--- src/rtl/projfilt_pkg.sv ---
// projfilt shared types and constants
// state encoding, datapath widths, default taps
package projfilt_pkg;

  typedef enum logic [2:0] {
    IDLE,
    MAC0,
    MAC1,
    MAC2,
    OUT
  } state_t;

  localparam int SAMPLE_W = 8;
  localparam int PROD_W   = 16;
  localparam int ACC_W    = 18;
  localparam int FRAC_DEF = 6;

  localparam logic signed [7:0] C0_DEF = 8'sh40;
  localparam logic signed [7:0] C1_DEF = 8'shEC;
  localparam logic signed [7:0] C2_DEF = 8'sh09;

endpackage

--- src/rtl/projfilt_inv_round_sat8.sv ---
// round half toward +inf, then clamp to int8
// shared with the synthesis filter
module round_sat8 #(
  parameter int ACC_W = 18,
  parameter int FRAC  = 6
) (
  input  logic signed [ACC_W-1:0] acc,
  output logic signed [7:0]       q
);

  localparam int QW = ACC_W - FRAC + 1;
  localparam logic signed [QW-1:0] MAXV = QW'(127);
  localparam logic signed [QW-1:0] MINV = QW'(-128);

  logic signed [QW-1:0] sh;
  logic signed [QW-1:0] rq;

  // one spare bit so the round-up cannot wrap
  assign sh = QW'(acc >>> FRAC);
  assign rq = sh + QW'(acc[FRAC-1]);

  always_comb begin
    q = rq[7:0];
    if (rq > MAXV) begin
      q = 8'sd127;
    end else if (rq < MINV) begin
      q = -8'sd128;
    end
  end

endmodule

--- src/rtl/projfilt_inv.sv ---
// 3-tap FIR whitening filter, one shared multiplier
// three MAC cycles per sample on a valid/ready stream
module projfilt_inv
  import projfilt_pkg::*;
#(
  parameter logic signed [7:0] C0   = C0_DEF,
  parameter logic signed [7:0] C1   = C1_DEF,
  parameter logic signed [7:0] C2   = C2_DEF,
  parameter int                FRAC = FRAC_DEF
) (
  input  logic       clk,
  input  logic       reset,
  input  logic       in_valid,
  output logic       in_ready,
  input  logic [7:0] in_data,
  output logic       out_valid,
  input  logic       out_ready,
  output logic [7:0] out_data
);

  state_t state;
  state_t state_nxt;

  logic signed [SAMPLE_W-1:0] s0;
  logic signed [SAMPLE_W-1:0] d1;
  logic signed [SAMPLE_W-1:0] d2;
  logic signed [ACC_W-1:0]    acc;
  logic signed [ACC_W-1:0]    acc_nxt;

  logic signed [7:0]          coef;
  logic signed [SAMPLE_W-1:0] op;
  logic signed [PROD_W-1:0]   prod;
  logic signed [7:0]          rs;

  always_comb begin
    state_nxt = state;
    in_ready  = 1'b0;
    out_valid = 1'b0;
    coef      = '0;
    op        = '0;
    unique case (state)
      IDLE: begin
        in_ready = 1'b1;
        if (in_valid) state_nxt = MAC0;
      end
      MAC0: begin
        coef      = C0;
        op        = s0;
        state_nxt = MAC1;
      end
      MAC1: begin
        coef      = C1;
        op        = d1;
        state_nxt = MAC2;
      end
      MAC2: begin
        coef      = C2;
        op        = d2;
        state_nxt = OUT;
      end
      OUT: begin
        out_valid = 1'b1;
        if (out_ready) state_nxt = IDLE;
      end
      default: state_nxt = IDLE;
    endcase
  end

  assign prod    = coef * op;
  assign acc_nxt = acc + ACC_W'(prod);

  // MAC2 result is rounded straight off the adder
  round_sat8 #(
    .ACC_W(ACC_W),
    .FRAC (FRAC)
  ) u_rs (
    .acc(acc_nxt),
    .q  (rs)
  );

  always_ff @(posedge clk) begin
    if (reset) begin
      state    <= IDLE;
      s0       <= '0;
      d1       <= '0;
      d2       <= '0;
      acc      <= '0;
      out_data <= '0;
    end else begin
      state <= state_nxt;
      unique case (state)
        IDLE: begin
          if (in_valid) begin
            s0  <= in_data;
            acc <= '0;
          end
        end
        MAC0, MAC1: acc <= acc_nxt;
        MAC2: begin
          acc      <= acc_nxt;
          d2       <= d1;
          d1       <= s0;
          out_data <= rs;
        end
        default: ;
      endcase
    end
  end

endmodule

--- config.mk ---
export PLATFORM = sky130hd
export DESIGN_NAME = projfilt_inv
export DESIGN_NICKNAME = d
export VERILOG_FILES = /design/src/rtl/projfilt_pkg.sv /design/src/rtl/projfilt_inv_round_sat8.sv /design/src/rtl/projfilt_inv.sv
export SDC_FILE = /design/constraint.sdc
export NUM_CORES = 1
export LEC_CHECK = 0
export BUFFER_PORTS_ARGS = -buffer_cell sky130_fd_sc_hd__buf_2
export CORE_ASPECT_RATIO = 1.5
export CORE_MARGIN = 1
export CORE_UTILIZATION = 50
export DETAILED_ROUTE_END_ITERATION = 6
export PLACE_DENSITY = 0.67
export SYNTH_ARGS = -nofsm -noshare
export SYNTH_HDL_FRONTEND = slang
export SYNTH_SLANG_ARGS = --single-unit
--- constraint.sdc ---
create_clock -name clk -period 8.75 [get_ports clk]
set_clock_uncertainty 0.2 [all_clocks]
set_input_delay 0.875 -clock clk [delete_from_list [all_inputs] [get_ports clk]]
set_output_delay 0.875 -clock clk [all_outputs]
set_load 0.005 [all_outputs]
# [Word-level counts from Yosys, hierarchy flattened]
# Cells that the tools add are included.
# W data, S select, Z words.
[totals] register_bits=53 inputBits=12 output_inout_bits=10
[op_classes] n_addsub=2 mul=1 order_cmp=2 n_eq_ne=6 mux=11 reduce_logical=6
[ops] operator="$pmux W8 S3" count=2
[ops] operator="$pmux W18 S2" count=1
[ops] operator="$add A18 B16 Y18" count=1
[ops] operator="$mux W18" count=1
[ops] operator="$mul A8 B8 Y16" count=1
[ops] operator="$mux W8" count=2
[ops] operator="$pmux W3 S5" count=1
[ops] operator="$add A12 B2 Y13" count=1
[ops] operator="$gt A13 B8 Y1 const B" count=1
[ops] operator="$lt A13 B8 Y1 const B" count=1
[ops] operator="$eq A3 B2 Y1 const B" count=2
[ops] operator="$mux W3" count=2
[ops] operator="$reduce_and A2 Y1" count=3
[ops] operator="$ne A2 B2 Y1 const B" count=2
[ops] operator="$eq A3 B1 Y1 const B" count=1
[ops] operator="$eq A3 B3 Y1 const B" count=1
[ops] operator="$logic_not A3 Y1" count=1
[ops] operator="$reduce_or A3 Y1" count=1
[ops] operator="$mux W1" count=2
[ops] operator="$reduce_bool A2 Y1" count=1

# [Longest topological paths before layout]
[depth] word_depth=8 depth_mapped=24

# [Modules after synthesis]
# A second synthesis with hierarchy kept.
[hier_totals] cells_unflattened=612 area_unflattened_um2=5434.0
[modules_own_cells] mod="projfilt_inv" n_inst=1 cells_each=555 area_per_inst_um2=4987.3 seq_area_each_um2=1061.0
[modules_own_cells] mod="round_sat8" n_inst=1 cells_each=57 area_per_inst_um2=446.7 seq_area_each_um2=0.0

# [Worst setup path before layout]
# OpenSTA, ideal clock, no wires.
[synth_path] path_kind="flip-flop to flip-flop" from="reg state[1]" to="reg out_data[4]" arrival_ns=6.439 required_ns=8.447 slack_ns=2.007 stages_incl_launch_ff=22 cell_sequence="dfxtp_1 inv_1 nor3_1 and2_1 inv_1 fa_1 inv_1 fa_1 inv_1 fa_1 inv_1 fa_1 ha_1 ha_1 a211oi_1 o211ai_2 a31oi_1 xor2_1 or3_1 o31ai_2 a31oi_4 a2111oi_2"
[synth_via] elab_chain_len=8 elab_cells_between_ends=12
[synth_lines] item="start: declaration" line_no="projfilt_inv.sv:21" text="state_t state;"
[synth_lines] item="start signal: assignment" line_no="projfilt_inv.sv:90" text="state <= state_nxt;"
[synth_lines] item="$eq A3 B2 Y1, or another cell as far along" line_no="projfilt_inv.sv:41, projfilt_inv.sv:91"
[synth_lines] item="$pmux W8 S3" line_no="projfilt_inv.sv:41" text="unique case (state)"
[synth_lines] item="$mul A8 B8 Y16" line_no="projfilt_inv.sv:69" text="assign prod = coef * op;"
[synth_lines] item="$add A18 B16 Y18" line_no="projfilt_inv.sv:70" text="assign acc_nxt = acc + ACC_W'(prod);"
[synth_lines] item="$add A12 B2 Y13" line_no="projfilt_inv_round_sat8.sv:20" text="assign rq = sh + QW'(acc[FRAC-1]);"
[synth_lines] item="$lt A13 B8 Y1" line_no="projfilt_inv_round_sat8.sv:26" text="end else if (rq < MINV) begin"
[synth_lines] item="$mux W8" line_no="projfilt_inv_round_sat8.sv:26"
[synth_lines] item="$mux W8" line_no="projfilt_inv_round_sat8.sv:24" text="if (rq > MAXV) begin"
[synth_lines] item="end signal: assignment" line_no="projfilt_inv.sv:103" text="out_data <= rs;"
[synth_lines] item="end: declaration" line_no="projfilt_inv.sv:18" text="output logic [7:0] out_data"
# Parallel ways exist; a longest one is shown, timed or not.
# A chain may end at the register's enable or synchronous reset.

# [Worst setup path after layout]
# Ends and elaborated chain as after synthesis.

==> impl_metrics.env <==
export IMPL_grt_pass1_wl_um=21700
export IMPL_clk_latency_ns=0.30
export IMPL_synth_enable_flop_cells=0
export IMPL_dp_slack_ns=1.16
export IMPL_avgSynthCellArea_um2=8.97
export IMPL_cts_setup_buffers=0
export IMPL_syn_to_final_growth_pct=7.38
export IMPL_worst_path_buf_inv=6
export IMPL_tightest_slew_ns=1.06
export IMPL_p_seq_frac=0.365
export IMPL_synth_top_cell_area_share=0.240
export IMPL_ys_types=58
export IMPL_setup_slack_ns=1.11
export IMPL_clk_path_buf_depth=2
export IMPL_synth_seq_cells=53
export IMPL_core_area_mm2=0.0106
export IMPL_cpLargestDelayFamily="adder cells"
export IMPL_tns_ns=0
export IMPL_end_kind="flop"
export IMPL_syn_nets=748
export IMPL_power_leakage_uw=0.00296
export IMPL_grt_max_degree=54
export IMPL_n_fill_cell=1000
export IMPL_cp_arrival_ns=7.64
export IMPL_irDropWorstVdd_mv=0.110
export IMPL_cp_cell_sequence="inv_1 -> nor3_1 -> and2_1 -> buf_4 -> inv_1 -> fa_1 -> inv_1 -> fa_1 -> fa_1 -> fa_1 -> inv_1 -> fa_1 -> inv_1 -> ha_1 -> xnor2_1 -> ha_1 -> nand3_1 -> a2111oi_0 -> nor4b_2 -> a311o_2 -> a31oi_4 -> a2111oi_2"
export IMPL_diodes=0
export IMPL_grt_overflow=0
export IMPL_synthFlopType="dfxtp_1"
export IMPL_slew_headroom=0.295
export IMPL_cts_clk_slew_worst_paths_ns=0.08
export IMPL_drv_cap=0
export IMPL_finalCritPeriodShare=0.874
export IMPL_cts_made_buffers=5
export IMPL_postSynthCellCount=614
export IMPL_gp_congestion=0.875
export IMPL_cts_root_buf="clkbuf_16"
export IMPL_async_flop_share=0
export IMPL_die_h_um=131
export IMPL_drt_wl_total_um=13000
export IMPL_viasPerCell=5.61
export IMPL_finalHoldViolations=0
export IMPL_grt_usage=0.248
export IMPL_cts_tree="done"
export IMPL_max_stage_delay_ns=0.61
export IMPL_slew_viol_final=0
export IMPL_port_buffer_count=21
export IMPL_io_pins=22
export IMPL_drcViolationCount=0
export IMPL_wl_per_cell_um=16.9
export IMPL_synth_warnings=0
export IMPL_synthesis_area_mm2=0.00551
export IMPL_hold_buffers=0
export IMPL_dr_pass1_iters=4
export IMPL_grt_antenna_before_repair=0
export IMPL_start_util=0.518
export IMPL_pwr_share_clk=0.320
export IMPL_critPathLaunchType="flop"
export IMPL_switchingPower_uw=277
export IMPL_fin_nets=758
export IMPL_powerDensity_mw_per_mm2=125
export IMPL_layout_min_cycle_time_ns=7.64
export IMPL_htreeDepth=2
export IMPL_max_freq_ghz=0.131
export IMPL_p_int_uw=464
export IMPL_drive_above_1_share=0.104
export IMPL_hpwl_um=10300
export IMPL_dieArea_mm2=0.0115
export IMPL_combPwrFrac=0.315
export IMPL_seq_area_frac_synth=0.193
export IMPL_grt_pass1_vias=4503
export IMPL_clock_sinks=53
export IMPL_regArea_mm2=0.00106
export IMPL_criticalPathCategory="reg -> reg"
export IMPL_cts_resized=0
export IMPL_power_total_uw=741
export IMPL_crit_slowest_cell="fa_1"
export IMPL_setup_violations=0
export IMPL_yosys_area_top_type="fa_1"
export IMPL_drt_iter0_drc=119
export IMPL_critPathRequiredTime_ns=8.74
export IMPL_p_sw_frac=0.374
export IMPL_outcome="completed"
export IMPL_chipWidth_um=87.7
export IMPL_crit_fanout=14
export IMPL_vias=4313
export IMPL_antenna_left=0
export IMPL_rows=46
export IMPL_synth_area_leaders="fa_1, dfxtp_1, ha_1"
export IMPL_hold_path_class="reg -> reg"
export IMPL_multi_input_area_mm2=0.00406
export IMPL_rsz0062_at_grt="false"
## power groups by stage
stage | Clock [µW] | Sequential (µW) | Combinational [µW]
final | 237 | 270 | 233
after global routing | 252 | 273 | 257
after CTS | 243 | 270 | 234
after detailed placement | 0 | 276 | 232
after global placement | 0 | 275 | 229
after floorplan | 0 | 271 | 165
## worst min-delay path, delay by kind of cell, from the launching register on
kind / cells / cell delay [ns]
AOI/OAI and AO/OA: 1 / 0.05
DFF: 1 / 0.31
and+or+nand+nor: 1 / 0.05
## metal layers
metal	global-route usage	wire length, µm	vias to the layer above
met5	0	0	-
met3	0.0345	345	41
met1	0.274	5050	2118
met2	0.452	6900	92
li1	-	-	2062
met4	0.135	664	0
## metrics by stage
| stage | cells | utilization | hold WS (ns) | instance area [µm²] |
|---|---|---|---|---|
| after floorplan | 614 | - | 0.232 | 5510 |
| after global placement | 761 | 0.540 | 0.240 | 5750 |
| after detailed placement | 761 | 0.540 | 0.246 | 5750 |
| after CTS | 769 | 0.556 | 0.259 | 5920 |
| after global routing | 769 | 0.556 | 0.275 | 5920 |
| final | 769 | 0.556 | 0.256 | 5920 |
## Yosys cell counts, drive strengths merged, types with 2 or more instances
cell and instances:
inv 82, nand2 75, fa 66, ha 56
a21oi 54, dfxtp 53, nor2 34, clkbuf 22
nand3 20, and2 18, xnor2 15, or2 13
a22oi 10, a211oi 8, o211ai 8, o21ai 8
a21o 6, nor3 6, xor2 6, a31oi 5
o21bai 5, a2111oi 4, a211o 4, a221oi 3
nand2b 3, nor2b 3, nor4 3, o21a 3
and3 2, nand3b 2, nor3b 2, o2bb2ai 2
## placed cells by master (no fill, tap or decap), types with 3 or more instances in the layout
cell	synthesis	final
a21o_1	6	6
buf_4	0	4
clkbuf_16	0	5
nor2b_1	3	3
nand2b_1	3	3
dfxtp_1	53	53
a221oi_1	3	3
buf_2	0	21
and2_1	18	18
inv_1	82	82
o211ai_2	4	4
a22oi_1	10	10
nand2_1	74	74
a211o_1	4	4
xor2_1	4	4
fa_1	66	66
nor3_1	6	6
nor2_1	34	33
o21a_1	3	3
o21bai_1	5	5
ha_1	56	56
xnor2_1	15	15
or2_2	12	12
o21ai_0	4	4
nand3_1	20	20
a211oi_1	7	7
a31oi_1	4	4
a21oi_1	54	54
## sequential cells by signal (all words and copies together) (netlist names)
name,cells
acc,18
d1,8
d2,8
out_data,8
s0,8
state,3
## area by class of cell
cell class | count | share of cell area
clock inverter | 3 | 0.00782
inverter | 82 | 0.0520
tap | 144 | 0.0305
clock buffer | 5 | 0.0211
multi-input combinational | 457 | 0.686
timing repair buffer | 25 | 0.0228
sequential | 53 | 0.179
## kinds of logic after synthesis
logic type | after synthesis | share of synthesized area
compound gates | 128 | 0.169
xor+xnor | 21 | 0.0381
fa+ha+maj | 122 | 0.367
buf+inv | 104 | 0.0708
flops | 53 | 0.193
mux | 1 | 0.00204
simple gates | 185 | 0.161
## worst paths after layout
path	start	endpoint	slack, ns	cells past startpoint
min	d2[0]$_SDFFE_PP0N_	d2[0]$_SDFFE_PP0N_	0.26	2
max reg2reg	state[1]$_SDFFE_PP0P_	out_data[4]$_SDFFE_PP0N_	1.11	22
max	state[1]$_SDFFE_PP0P_	out_data[4]$_SDFFE_PP0N_	1.11	22
min reg2reg	d2[0]$_SDFFE_PP0N_	d2[0]$_SDFFE_PP0N_	0.26	2
Note: power is estimated with default switching activity, not from simulation.
